[src/rtl/ahb_pkg.sv]
// Shared AHB-Lite encodings and the SRAM slave state type.
// Imported by the byte-lane decoder and the SRAM slave top.
package ahb_pkg;

    typedef enum logic [1:0] {
        TRANS_IDLE   = 2'd0,
        TRANS_BUSY   = 2'd1,
        TRANS_NONSEQ = 2'd2,
        TRANS_SEQ    = 2'd3
    } htrans_t;

    typedef enum logic [2:0] {
        SIZE_BYTE = 3'd0,
        SIZE_HALF = 3'd1,
        SIZE_WORD = 3'd2
    } hsize_t;

    typedef enum logic [2:0] {
        ST_IDLE,
        ST_WR_DP,
        ST_RD_DP,
        ST_ERR1,
        ST_ERR2
    } sram_slave_state_t;

    localparam logic HRESP_OKAY  = 1'b0;
    localparam logic HRESP_ERROR = 1'b1;

endpackage

[src/rtl/ahb_byte_lane_decode.sv]
// Maps transfer size and low address bits to SRAM byte lanes.
// Also flags misaligned or unsupported sizes.
module ahb_byte_lane_decode
    import ahb_pkg::*;
(
    input  logic [2:0] size,
    input  logic [1:0] addr_lo,
    output logic [3:0] byte_en,
    output logic       illegal
);

    always_comb begin
        // NOTE: every output gets a default first so no path through the case infers a latch.
        byte_en = 4'b0000;
        illegal = 1'b0;
        case (size)
            SIZE_BYTE: byte_en = 4'b0001 << addr_lo;
            SIZE_HALF: begin
                byte_en = addr_lo[1] ? 4'b1100 : 4'b0011;
                illegal = addr_lo[0];
            end
            SIZE_WORD: begin
                byte_en = 4'b1111;
                illegal = (addr_lo != 2'b00);
            end
            default:   illegal = 1'b1;
        endcase
    end

endmodule

[src/rtl/ahb_sram_slave.sv]
// AHB-Lite slave front end for the on-chip SRAM: zero-wait legal transfers,
// two-cycle ERROR response for out-of-range, misaligned or oversized ones.
module ahb_sram_slave
    import ahb_pkg::*;
#(
    parameter int unsigned ADDRBIT    = 16,
    parameter int unsigned DATABIT    = 32,
    parameter logic [31:0] BASEADDR   = 32'h0000_0000,
    parameter int unsigned SIZE_WORDS = 65536
) (
    input  logic               clk,
    input  logic               rst,
    input  logic               HSEL,
    input  logic [31:0]        HADDR,
    input  logic [1:0]         HTRANS,
    input  logic               HWRITE,
    input  logic [2:0]         HSIZE,
    input  logic               HREADY,
    input  logic [DATABIT-1:0] HWDATA,
    output logic [DATABIT-1:0] HRDATA,
    output logic               HREADYOUT,
    output logic               HRESP,
    output logic [ADDRBIT-1:0] ram_addr,
    output logic [DATABIT-1:0] ram_wdata,
    output logic               ram_wen,
    output logic [3:0]         ram_byte_en,
    input  logic [DATABIT-1:0] ram_rdata
);

    localparam logic [32:0] WINDOW_BYTES = 33'(SIZE_WORDS) << 2;

    sram_slave_state_t  state_q, state_d;
    logic [ADDRBIT-1:0] addr_q;
    logic [3:0]         byte_en_q;

    logic        accept, take, illegal, lane_illegal;
    logic [3:0]  lane_en;
    logic [32:0] offset;

    ahb_byte_lane_decode u_lane_decode (
        .size    (HSIZE),
        .addr_lo (HADDR[1:0]),
        .byte_en (lane_en),
        .illegal (lane_illegal)
    );

    // A borrow out of the 33-bit subtraction means the address sits below the window.
    assign offset  = {1'b0, HADDR} - {1'b0, BASEADDR};
    assign illegal = lane_illegal | offset[32] | (offset >= WINDOW_BYTES);

    assign accept = HSEL && HREADY &&
                    ((HTRANS == TRANS_NONSEQ) || (HTRANS == TRANS_SEQ));
    assign take   = accept && (state_q != ST_ERR1);

    always_ff @(posedge clk or posedge rst) begin
        // NOTE: sequential state uses non-blocking assignments so all registers update together.
        if (rst) begin
            state_q   <= ST_IDLE;
            addr_q    <= '0;
            byte_en_q <= '0;
        end else begin
            state_q <= state_d;
            if (take) begin
                addr_q    <= offset[ADDRBIT+1:2];
                byte_en_q <= lane_en;
            end
        end
    end

    always_comb begin
        state_d     = ST_IDLE;
        HREADYOUT   = 1'b1;
        HRESP       = HRESP_OKAY;
        ram_wen     = 1'b0;
        ram_byte_en = 4'b0000;
        case (state_q)
            ST_ERR1: begin
                state_d   = ST_ERR2;
                HREADYOUT = 1'b0;
                HRESP     = HRESP_ERROR;
            end
            default: begin
                if (accept)
                    state_d = illegal ? ST_ERR1 : (HWRITE ? ST_WR_DP : ST_RD_DP);
                if (state_q == ST_WR_DP) begin
                    ram_wen     = 1'b1;
                    ram_byte_en = byte_en_q;
                end
                if (state_q == ST_ERR2)
                    HRESP = HRESP_ERROR;
            end
        endcase
    end

    assign ram_addr  = addr_q;
    assign ram_wdata = HWDATA;
    assign HRDATA    = ram_rdata;

endmodule

[config.mk]
export PLATFORM = sky130hd
export DESIGN_NAME = ahb_sram_slave
export DESIGN_NICKNAME = d
export VERILOG_FILES = /design/src/rtl/ahb_pkg.sv /design/src/rtl/ahb_byte_lane_decode.sv /design/src/rtl/ahb_sram_slave.sv
export SDC_FILE = /design/constraint.sdc
export NUM_CORES = 1
export LEC_CHECK = 0
export BUFFER_PORTS_ARGS = -buffer_cell sky130_fd_sc_hd__buf_2
export CAP_MARGIN = 20
export CORE_MARGIN = 2
export CORE_UTILIZATION = 24
export DETAILED_ROUTE_END_ITERATION = 16
export SLEW_MARGIN = 40
export SYNTH_ARGS = -nofsm -noshare
export SYNTH_HDL_FRONTEND = slang
export SYNTH_SLANG_ARGS = --single-unit
[constraint.sdc]
create_clock -name clk -period 1.7 [get_ports clk]
set_clock_uncertainty 0.1 [all_clocks]
set_input_delay 0.17 -clock clk [delete_from_list [all_inputs] [get_ports clk]]
set_output_delay 0.17 -clock clk [all_outputs]
set_load 0.05 [all_outputs]
==> results of run 1 <==
[cells in the mapped netlist]
master,count
o211a_1,1
or3b_1,1
nor3_1,1
dfrtp_1,23
nand2_1,1
and3_1,2
nand2b_1,2
a31oi_1,2
o2bb2ai_1,4
a21oi_1,5
buf_2,1
buf_4,65
nand3_1,1
nor2_1,1
and2_1,4
mux2_2,16
inv_1,4
nor4_1,3
nor3b_1,1
or2_2,1
o21ai_0,2
nand3b_4,1
[routing by layer]
layer,global-route usage (%),wire (µm)
met1,8.63,1020
met2,12.1,1230
met3,4.35,295
met4,2.13,36
met5,0,0
[kinds of logic (layout without fill, tap and decap cells)]
family / after synthesis / count (layout)
buf+inv: 70 / 76
mux: 16 / 16
flops: 23 / 23
simple gates: 19 / 19
compound gates: 14 / 14
[registers in the layout, indices dropped and copies added (netlist names)]
register   cells
ram_addr      16
state_q        3
byte_en_q      4
[worst max-delay path, delay by kind of cell (launching register included)]
kind | cells | cell delay (ns)
simple gates | 2 | 0.45
flops | 1 | 0.45
buf+inv | 1 | 0.19
[final cells by class]
| class | count | area, µm² | area share [%] |
|---|---|---|---|
| well taps | 75 | 93.8 | 6.13 |
| repair buffers | 68 | 380 | 24.9 |
| clock inverters | 1 | 7.51 | 0.491 |
| clock buffers | 3 | 41.3 | 2.70 |
| multi-input cells | 49 | 417 | 27.2 |
| inverters | 4 | 15.0 | 0.981 |
| flip-flops and latches | 23 | 576 | 37.6 |
[what timing repair did]
item                                   4_1_cts  5_1_grt
buffers inserted                             0        0
endpoints found under the hold margin       24        0
resized for setup                            4        0
pin swaps                                    0        1
setup endpoints to repair                    4        3
hold buffers                                 2        0
[power groups by stage]
stage | clock, W | combinational, W | sequential [W]
floorplan | 0 | 0.000533 | 0.000950
global placement | 0 | 0.000546 | 0.000684
detailed placement | 0 | 0.000551 | 0.000687
CTS | 0.000380 | 0.000556 | 0.000677
global route | 0.000386 | 0.000583 | 0.000687
finish | 0.000353 | 0.000548 | 0.000676
[per-stage QoR]
| step | utilization (%) | instances | power, W |
|---|---|---|---|
| 2_1_floorplan | - | 142 | 0.00148 |
| 3_3_place_gp | 24.4 | 217 | 0.00123 |
| 3_5_place_dp | 24.4 | 217 | 0.00124 |
| 4_1_cts | 25.7 | 223 | 0.00161 |
| 5_1_grt | 25.7 | 223 | 0.00166 |
| 6_report | 25.7 | 223 | 0.00158 |
[cells in the final DEF (no fill, tap or decap), types with 2 or more instances in the layout]
cell / synthesis / layout
and2_2: 0 / 3
and3_1: 2 / 2
a21oi_1: 5 / 5
mux2_2: 16 / 16
buf_2: 1 / 59
dfrtp_1: 23 / 23
o2bb2ai_1: 4 / 4
clkbuf_8: 0 / 3
dlygate4sd3_1: 0 / 2
nor4_1: 3 / 3
nand2b_1: 2 / 2
buf_4: 65 / 6
inv_1: 4 / 4
a31oi_1: 2 / 2
[path summary, 6_finish.rpt]
check	from	to	slack, ns	cells past startpoint
worst max-delay path	state_q[1]	ram_byte_en[2]	0.08	3
worst min-delay path	HADDR[12]	ram_addr[10]	0.03	2
worst max register to register	state_q[2]	ram_addr[13]	0.22	4
worst min register to register	byte_en_q[0]	byte_en_q[0]	0.38	1
max in group asynchronous	rst	state_q[2]	0.87	4
min in group asynchronous	rst	ram_addr[6]	0.39	4
==> results.ini, run 1 <==
[power]
p_comb_share_pct = 34.7
switching_share_pct = 38.3
p_int_w = 0.000973
peakVddDrop_mv = 0.604
seq_power_share_pct = 42.9
power.switching_w = 0.000604
p_leak_nw = 0.796
pwr-share-clk_pct = 22.4
power_density_nw_per_um2 = 1030

[place]
gp_congestion = 0.702
placed_area_um2 = 1450
dp.final_hpwl_um = 2040
dp_slack_ns = 0.214
io_buffers = 63

[global_routing]
antenna_found_initial = 0
grt_pass1_wl_um = 3910
overflow = 0
grt_usage_pct = 7.57
grt_max_degree = 24
grt_pass1_vias = 842

[drt]
drt_first_iter_violations = 10
ant_nets = 0
first_pass_iters = 4
drc = 0
routed_wl_um = 2580
vias_per_cell = 4.12
vias = 918
wire_per_inst_um = 11.6

[sta]
fin_setup_tns_ns = 0
hold_viol = 0
max_slew_margin_pct = 79.1
fin_crit_sh_pct = 95.4
fmax_mhz = 616
worst_slack_ns = 0.0777
finalMaxSlewViolations = 0
setup_viol = 0
grt_setup_unrepaired = false
tightest_slew_ns = 0.313
hold_ws_ns = 0.0256
fin_crit_ns = 1.62

[floorplan]
start_util_pct = 24.9
core_area_um2 = 5960
die_area_um2 = 6830
rows = 28
die_y_um = 82.7
die-width_um = 82.7
ioPinCount = 193

[yosys]
syn_avg_cell_area_um2 = 10.5
yosysTopAreaCell = dfrtp_1
netlist_area_um2 = 1490
synth_seq_cells = 23
synth_warnings = 0
synth_simple_gate_area_share_pct = 8.68
syn_nets = 248
synth_compound_area_share_pct = 6.23
synthAdderAreaFrac_pct = 0
ys_seq_area_share_pct = 38.8
synthTopCellsByArea = dfrtp_1 39%, buf_4 33%, mux2_2 12%, o2bb2ai_1 2.4%, a21oi_1 1.7%
syn-instance-count = 142
yosys-mux-area-fraction_pct = 12.1
synth_top_family_by_area = buffers and inverters
ys_types = 22
synth_top_area_share_pct = 38.8
synth-xor-area-share_pct = 0

[clocking]
cts_root_buf = clkbuf_8
insertion_delay_ns = 0.26
clock_sinks = 23
clk_pin_slew_worst_paths_ns = 0.09
cts_tree = yes
htreeDepth = 1
cts_buffers = 3
cts_max_path_buffers = 2

[worst_setup_path]
cp-end-kind = primary output
required_ns = 1.43
cpPeakStageDelay_ns = 0.45
path_class = reg2out
path_cells = nor3b_4 > and2_2 > buf_4
worstPathMaxFanout = 5
startpoint_type = flop
crit_arrival_ns = 1.35
slowest_stage = dfrtp_1

[final_layout]
postLayoutCellArea_um2 = 1530
fillers = 656
drive_gt1_share_pct = 62.2
area_growth_syn_to_layout_pct = 3.03
finalNetCount = 255
diodes = 0

[status]
status = finished, final reports clean

[hold_path]
min_path_type = in2reg

[run]
cap_violations = 0

Power figures use the tool's default switching activity.
==> run 2: changes to the inputs <==
--- a/config.mk
+++ b/config.mk
@@ -7,9 +7,10 @@
 export LEC_CHECK = 0
 export BUFFER_PORTS_ARGS = -buffer_cell sky130_fd_sc_hd__buf_2
 export CAP_MARGIN = 20
-export CORE_MARGIN = 2
-export CORE_UTILIZATION = 24
+export CORE_MARGIN = 5
+export CORE_UTILIZATION = 32
 export DETAILED_ROUTE_END_ITERATION = 16
+export PLACE_DENSITY = 0.81
 export SLEW_MARGIN = 40
 export SYNTH_ARGS = -nofsm -noshare
 export SYNTH_HDL_FRONTEND = slang
==> run 2 against run 1 <==
Against the previous run:
- non-clock buffer count up 1
- sequential power about the same
- clock-buffer cell count is 1 higher
- critical path type unchanged
==> results.ini, run 2 (synthesis results as in run 1) <==
[power]
switching_share_pct = 37.9  ; -0.37 points
p_comb_share_pct = 35.4  ; +0.7 points
p_int_w = 0.000974  ; +0.11%
p_leak_nw = 0.796  ; about the same
pwr-share-clk_pct = 21.6  ; -0.8 points
power_w = 0.00157  ; -0.48%
seq_power_share_pct = 43.0  ; about the same
power.switching_w = 0.000595  ; -1.4%
power_density_nw_per_um2 = 1050  ; +1.4%
peakVddDrop_mv = 0.623  ; +3.2%

[floorplan]
start_util_pct = 33.6  ; +8.7 points
core_area_um2 = 4410  ; -26%
rows = 24  ; -14%
die-width_um = 78.1  ; -5.5%
die_area_um2 = 6100  ; -11%
ioPinCount = 193  ; unchanged
die_y_um = 78.1  ; -5.5%

[clocking]
insertion_delay_ns = 0.26  ; about the same
cts_max_path_buffers = 2  ; unchanged
clk_pin_slew_worst_paths_ns = 0.08  ; about the same
clock_sinks = 23  ; unchanged
cts_tree = yes
htreeDepth = 1  ; unchanged
cts_buffers = 3  ; unchanged
cts_root_buf = clkbuf_8

[worst_setup_path]
r2r-start = state_q[2]
critPathCapture = ram_byte_en[2]
worstPathMaxFanout = 5  ; unchanged
startpoint = state_q[2]
rr_endpoint = ram_addr[9]
crit_arrival_ns = 1.35  ; about the same
cp-end-kind = primary output
reg2reg_depth = 4  ; unchanged
reg2reg_slack_ns = 0.22  ; about the same
required_ns = 1.43  ; about the same
startpoint_type = flop
path_class = reg2out

[sta]
fmax_mhz = 617  ; about the same
setup_viol = 0  ; unchanged
grt_setup_unrepaired = false
max_slew_margin_pct = 79.5  ; +0.33 points
finalMaxSlewViolations = 0  ; unchanged
tightest_slew_ns = 0.308  ; -0.00499 ns
fin_crit_ns = 1.62  ; -0.000576 ns
fin_crit_sh_pct = 95.4  ; about the same
hold_viol = 0  ; unchanged

[global_routing]
antenna_found_initial = 0  ; unchanged
grt_pass1_wl_um = 4660  ; +19%
overflow = 0  ; unchanged
grt_max_degree = 24  ; unchanged
grt_pass1_vias = 988  ; +17%
grt_usage_pct = 9.28  ; +1.7 points

[drt]
routed_wl_um = 3020  ; +17%
drc = 0  ; unchanged
vias = 939  ; +2.3%
vias_per_cell = 4.67  ; +13%
first_pass_iters = 4  ; unchanged
wire_per_inst_um = 15.0  ; +30%
drt_first_iter_violations = 23  ; +13
ant_nets = 0  ; unchanged

[final_layout]
postLayoutCoreUtil_pct = 34.0  ; +8.3 points
drive_gt1_share_pct = 62.4  ; +0.25 points
final_common_cell = buf_2
finalNetCount = 256  ; +0.39%
area_growth_syn_to_layout_pct = 1.10
diodes = 0  ; unchanged
largest_register_ffs = 16  ; unchanged
final_cell_mix = 59 x buf_2, 22 x dfrtp_1, 16 x mux2_2, 6 x buf_4, 5 x a21oi_1

[place]
dp.final_hpwl_um = 2410  ; +18%
io_buffers = 63  ; unchanged
gp_congestion = 0.775  ; +11%

[hold_path]
min_path_type = in2reg

[run]
cap_violations = 0  ; unchanged

[status]
status = finished, final reports clean

-- run 2: cell types whose count changed in the layout (fill, tap and decap cells not counted) --
cell        before  now
buf_12           1    0
dfrtp_2          0    1
dfrtp_1         23   22
buf_6            0    2
clkinvlp_4       1    0
clkbuf_1         0    1
-- run 2: power by group through the flow --
stage,clock network [W],logic [W],registers (W)
finish,0.000340,0.000555,0.000674
global placement,0,0.000546,0.000682
floorplan,0,0.000533,0.000950
global route,0.000382,0.000584,0.000687
detailed placement,0,0.000555,0.000687
CTS,0.000365,0.000561,0.000676
-- run 2: per-layer routing --
| layer | wire [µm] | vias to the layer above | track usage (%) | part of all wire, % |
|---|---|---|---|---|
| li1 | - | 424 | - | - |
| met5 | 0 | - | 0 | 0 |
| met1 | 1130 | 445 | 10.6 | 37 |
| met3 | 338 | 16 | 5.61 | 11 |
| met4 | 112 | 0 | 3.72 | 3.7 |
| met2 | 1440 | 54 | 14.1 | 48 |
-- run 2: repair_timing --
action	in CTS	in global routing
setup buffers	0	1
resized for setup	4	3
hold buffers	2	0
pin swaps	0	1
hold endpoints to repair	24	0
setup endpoints to repair	4	4
-- run 2: metrics by stage --
step / setup TNS (ns) / cells / area (µm²) / hold slack (ns) / setup WS (ns)
detailed placement: 0 / 194 / 1410 / 0.136 / 0.214
global placement: 0 / 194 / 1410 / 0.128 / 0.252
global route: 0 / 201 / 1500 / 0.0238 / 0.00142
CTS: 0 / 200 / 1490 / 0.0228 / 0.0243
finish: 0 / 201 / 1500 / 0.0346 / 0.0783
floorplan: -0.0730 / 142 / 1500 / 0.0719 / -0.0730
-- run 2: worst max-delay path, stage by stage (launching register included) --
cell     delay, ns
dfrtp_1       0.43
nor3b_4       0.29
and2_2        0.18
buf_4         0.19
-- run 2: cell type report --
class	count	area (µm²)
Tap cell	52	65.1
Sequential cell	23	577
Clock buffer	4	45.0
Timing Repair Buffer	69	383
Fill cell	466	2910
Inverter	4	15.0
Multi-Input combinational cell	49	417
-- run 2: how the worst min path moves through the flow --
stage,start,endpoint,slack [ns],cells after the start
after global placement,rst,ram_addr[8],0.13,3
after CTS,HADDR[17],ram_addr[15],0.02,2
after floorplan,rst,byte_en_q[0],0.07,1
after global routing,HADDR[8],ram_addr[6],0.02,2
final,HADDR[17],ram_addr[15],0.03,2
after detailed placement,rst,ram_addr[8],0.14,3
==> run 3: changes to the inputs <==
==> constraint.sdc (replaced) <==
create_clock -name clk -period 1.8 [get_ports clk]
set_clock_uncertainty 0.1 [all_clocks]
set_input_delay 0.18 -clock clk [delete_from_list [all_inputs] [get_ports clk]]
set_output_delay 0.18 -clock clk [all_outputs]
set_load 0.05 [all_outputs]
==> run 3 against run 2 <==
Against the previous run:
- non-clock buffer count is 1 lower
- clock power is 4% lower
- global-route usage is 0.35 points higher
- setup slack better by 0.032 ns
- via count is 0.85% lower
==> results.ini, run 3 (synthesis results as in run 1) <==
[status]
status = finished, final reports clean

[worst_setup_path]
worstPathMaxFanout = 5  ; unchanged
crit_arrival_ns = 1.41  ; +0.06 ns
cpPeakStageDelay_ns = 0.44  ; about the same
slowest_stage = dfrtp_1
path_class = reg2out
path_cells = nor3b_4 > and2_1 > buf_2
startpoint_type = flop
cp-end-kind = primary output
required_ns = 1.52  ; +0.09 ns

[place]
gp_congestion = 0.822  ; +6.0%
io_buffers = 63  ; unchanged
placed_area_um2 = 1410  ; -0.27%
dp.final_hpwl_um = 2380  ; -1.1%

[power]
p_leak_nw = 0.789  ; -0.90%
peakVddDrop_mv = 0.477  ; -23%
power_density_nw_per_um2 = 1010  ; -3.8%

[clocking]
cts_root_buf = clkbuf_8
clock_sinks = 23  ; unchanged
clk_pin_slew_worst_paths_ns = 0.09  ; about the same
cts_max_path_buffers = 2  ; unchanged
insertion_delay_ns = 0.26  ; about the same
cts_buffers = 3  ; unchanged
cts_tree = yes
htreeDepth = 1  ; unchanged

[floorplan]
ioPinCount = 193  ; unchanged
start_util_pct = 33.6  ; unchanged
die_area_um2 = 6100  ; unchanged
die_y_um = 78.1  ; unchanged
rows = 24  ; unchanged
core_area_um2 = 4410  ; unchanged
die-width_um = 78.1  ; unchanged

[final_layout]
final_common_cell = buf_2
diodes = 0  ; unchanged
largest_register_ffs = 16  ; unchanged
area_growth_syn_to_layout_pct = -0.927
finalNetCount = 255  ; -0.39%
drive_gt1_share_pct = 59.5  ; -3.0 points
postLayoutCellArea_um2 = 1470  ; -2.0%
final_cell_mix = 63 x buf_2, 23 x dfrtp_1, 16 x mux2_2, 5 x a21oi_1

[drt]
wire_per_inst_um = 15.2  ; +1.0%
drt_first_iter_violations = 17  ; -26%
vias = 931  ; -0.85%
drc = 0  ; unchanged
routed_wl_um = 3040  ; +0.50%
first_pass_iters = 3  ; -1
vias_per_cell = 4.66  ; -0.36%
ant_nets = 0  ; unchanged

[sta]
grt_setup_unrepaired = false
fin_crit_sh_pct = 93.9
hold_ws_ns = 0.0386  ; +0.00403 ns
tightest_slew_ns = 0.295  ; -0.0128 ns
setup_viol = 0  ; unchanged
hold_viol = 0  ; unchanged
fin_crit_ns = 1.69
fmax_mhz = 592
fin_setup_tns_ns = 0  ; unchanged
max_slew_margin_pct = 80.3  ; +0.85 points
finalMaxSlewViolations = 0  ; unchanged

[run]
cap_violations = 0  ; unchanged

[global_routing]
grt_pass1_vias = 969  ; -1.9%
grt_usage_pct = 9.63  ; +0.35 points
grt_max_degree = 24  ; unchanged
antenna_found_initial = 0  ; unchanged
grt_pass1_wl_um = 4810  ; +3.3%
overflow = 0  ; unchanged

[hold_path]
min_path_type = in2reg

run 3: worst paths after layout:
kind / from / end / slack [ns] / cells past startpoint
max in group asynchronous: rst / byte_en_q[0] / 0.96 / 4
hold reg to reg: byte_en_q[0] / byte_en_q[0] / 0.39 / 1
setup reg to reg: state_q[2] / ram_addr[15] / 0.30 / 4
min in group asynchronous: rst / ram_addr[8] / 0.41 / 4
hold / removal: HADDR[13] / ram_addr[11] / 0.04 / 2
setup / recovery: state_q[1] / ram_byte_en[2] / 0.11 / 3
run 3: through the flow:
step / total power (W) / cells / utilization (%) / setup slack, ns
5_1_grt: 0.00158 / 200 / 33.3 / 0.0149
3_3_place_gp: 0.00116 / 194 / 31.9 / 0.319
2_1_floorplan: 0.00140 / 142 / - / 0.0166
3_5_place_dp: 0.00117 / 194 / 31.9 / 0.293
6_report: 0.00148 / 200 / 33.3 / 0.110
4_1_cts: 0.00151 / 199 / 33.1 / 0.0742
run 3: repair_timing:
item                                   4_1_cts  5_1_grt
hold buffers                                 1        1
gates resized for setup                      0        0
setup buffers                                0        0
endpoints found under the hold margin       23        1
run 3: layout make-up:
class,instances,area [µm²]
flip-flops and latches,23,576
well taps,52,65.1
clock buffers,4,45.0
inverters,4,15.0
multi-input cells,49,413
fillers,450,2940
repair buffers,68,358
run 3: layer usage:
layer  GRT usage [%]  routed length (µm)  vias up
met1            10.5                1080      431
met4            2.87                  76        0
met5               0                   0        -
met2            15.5                1540       67
li1                -                   -      421
met3            5.95                 340       12
run 3: worst max-delay path, delay by kind of cell (launching register included):
family | cells | cell delay [ns]
and+or+nand+nor | 2 | 0.44
buffers and inverters | 1 | 0.26
DFF | 1 | 0.44
run 3: power by group:
part           total [W]  internal, W  switching (W)
Clock           0.000325     0.000158       0.000167
Combinational   0.000518     0.000159       0.000359
Sequential      0.000637     0.000600      0.0000366
Total            0.00148     0.000917       0.000563
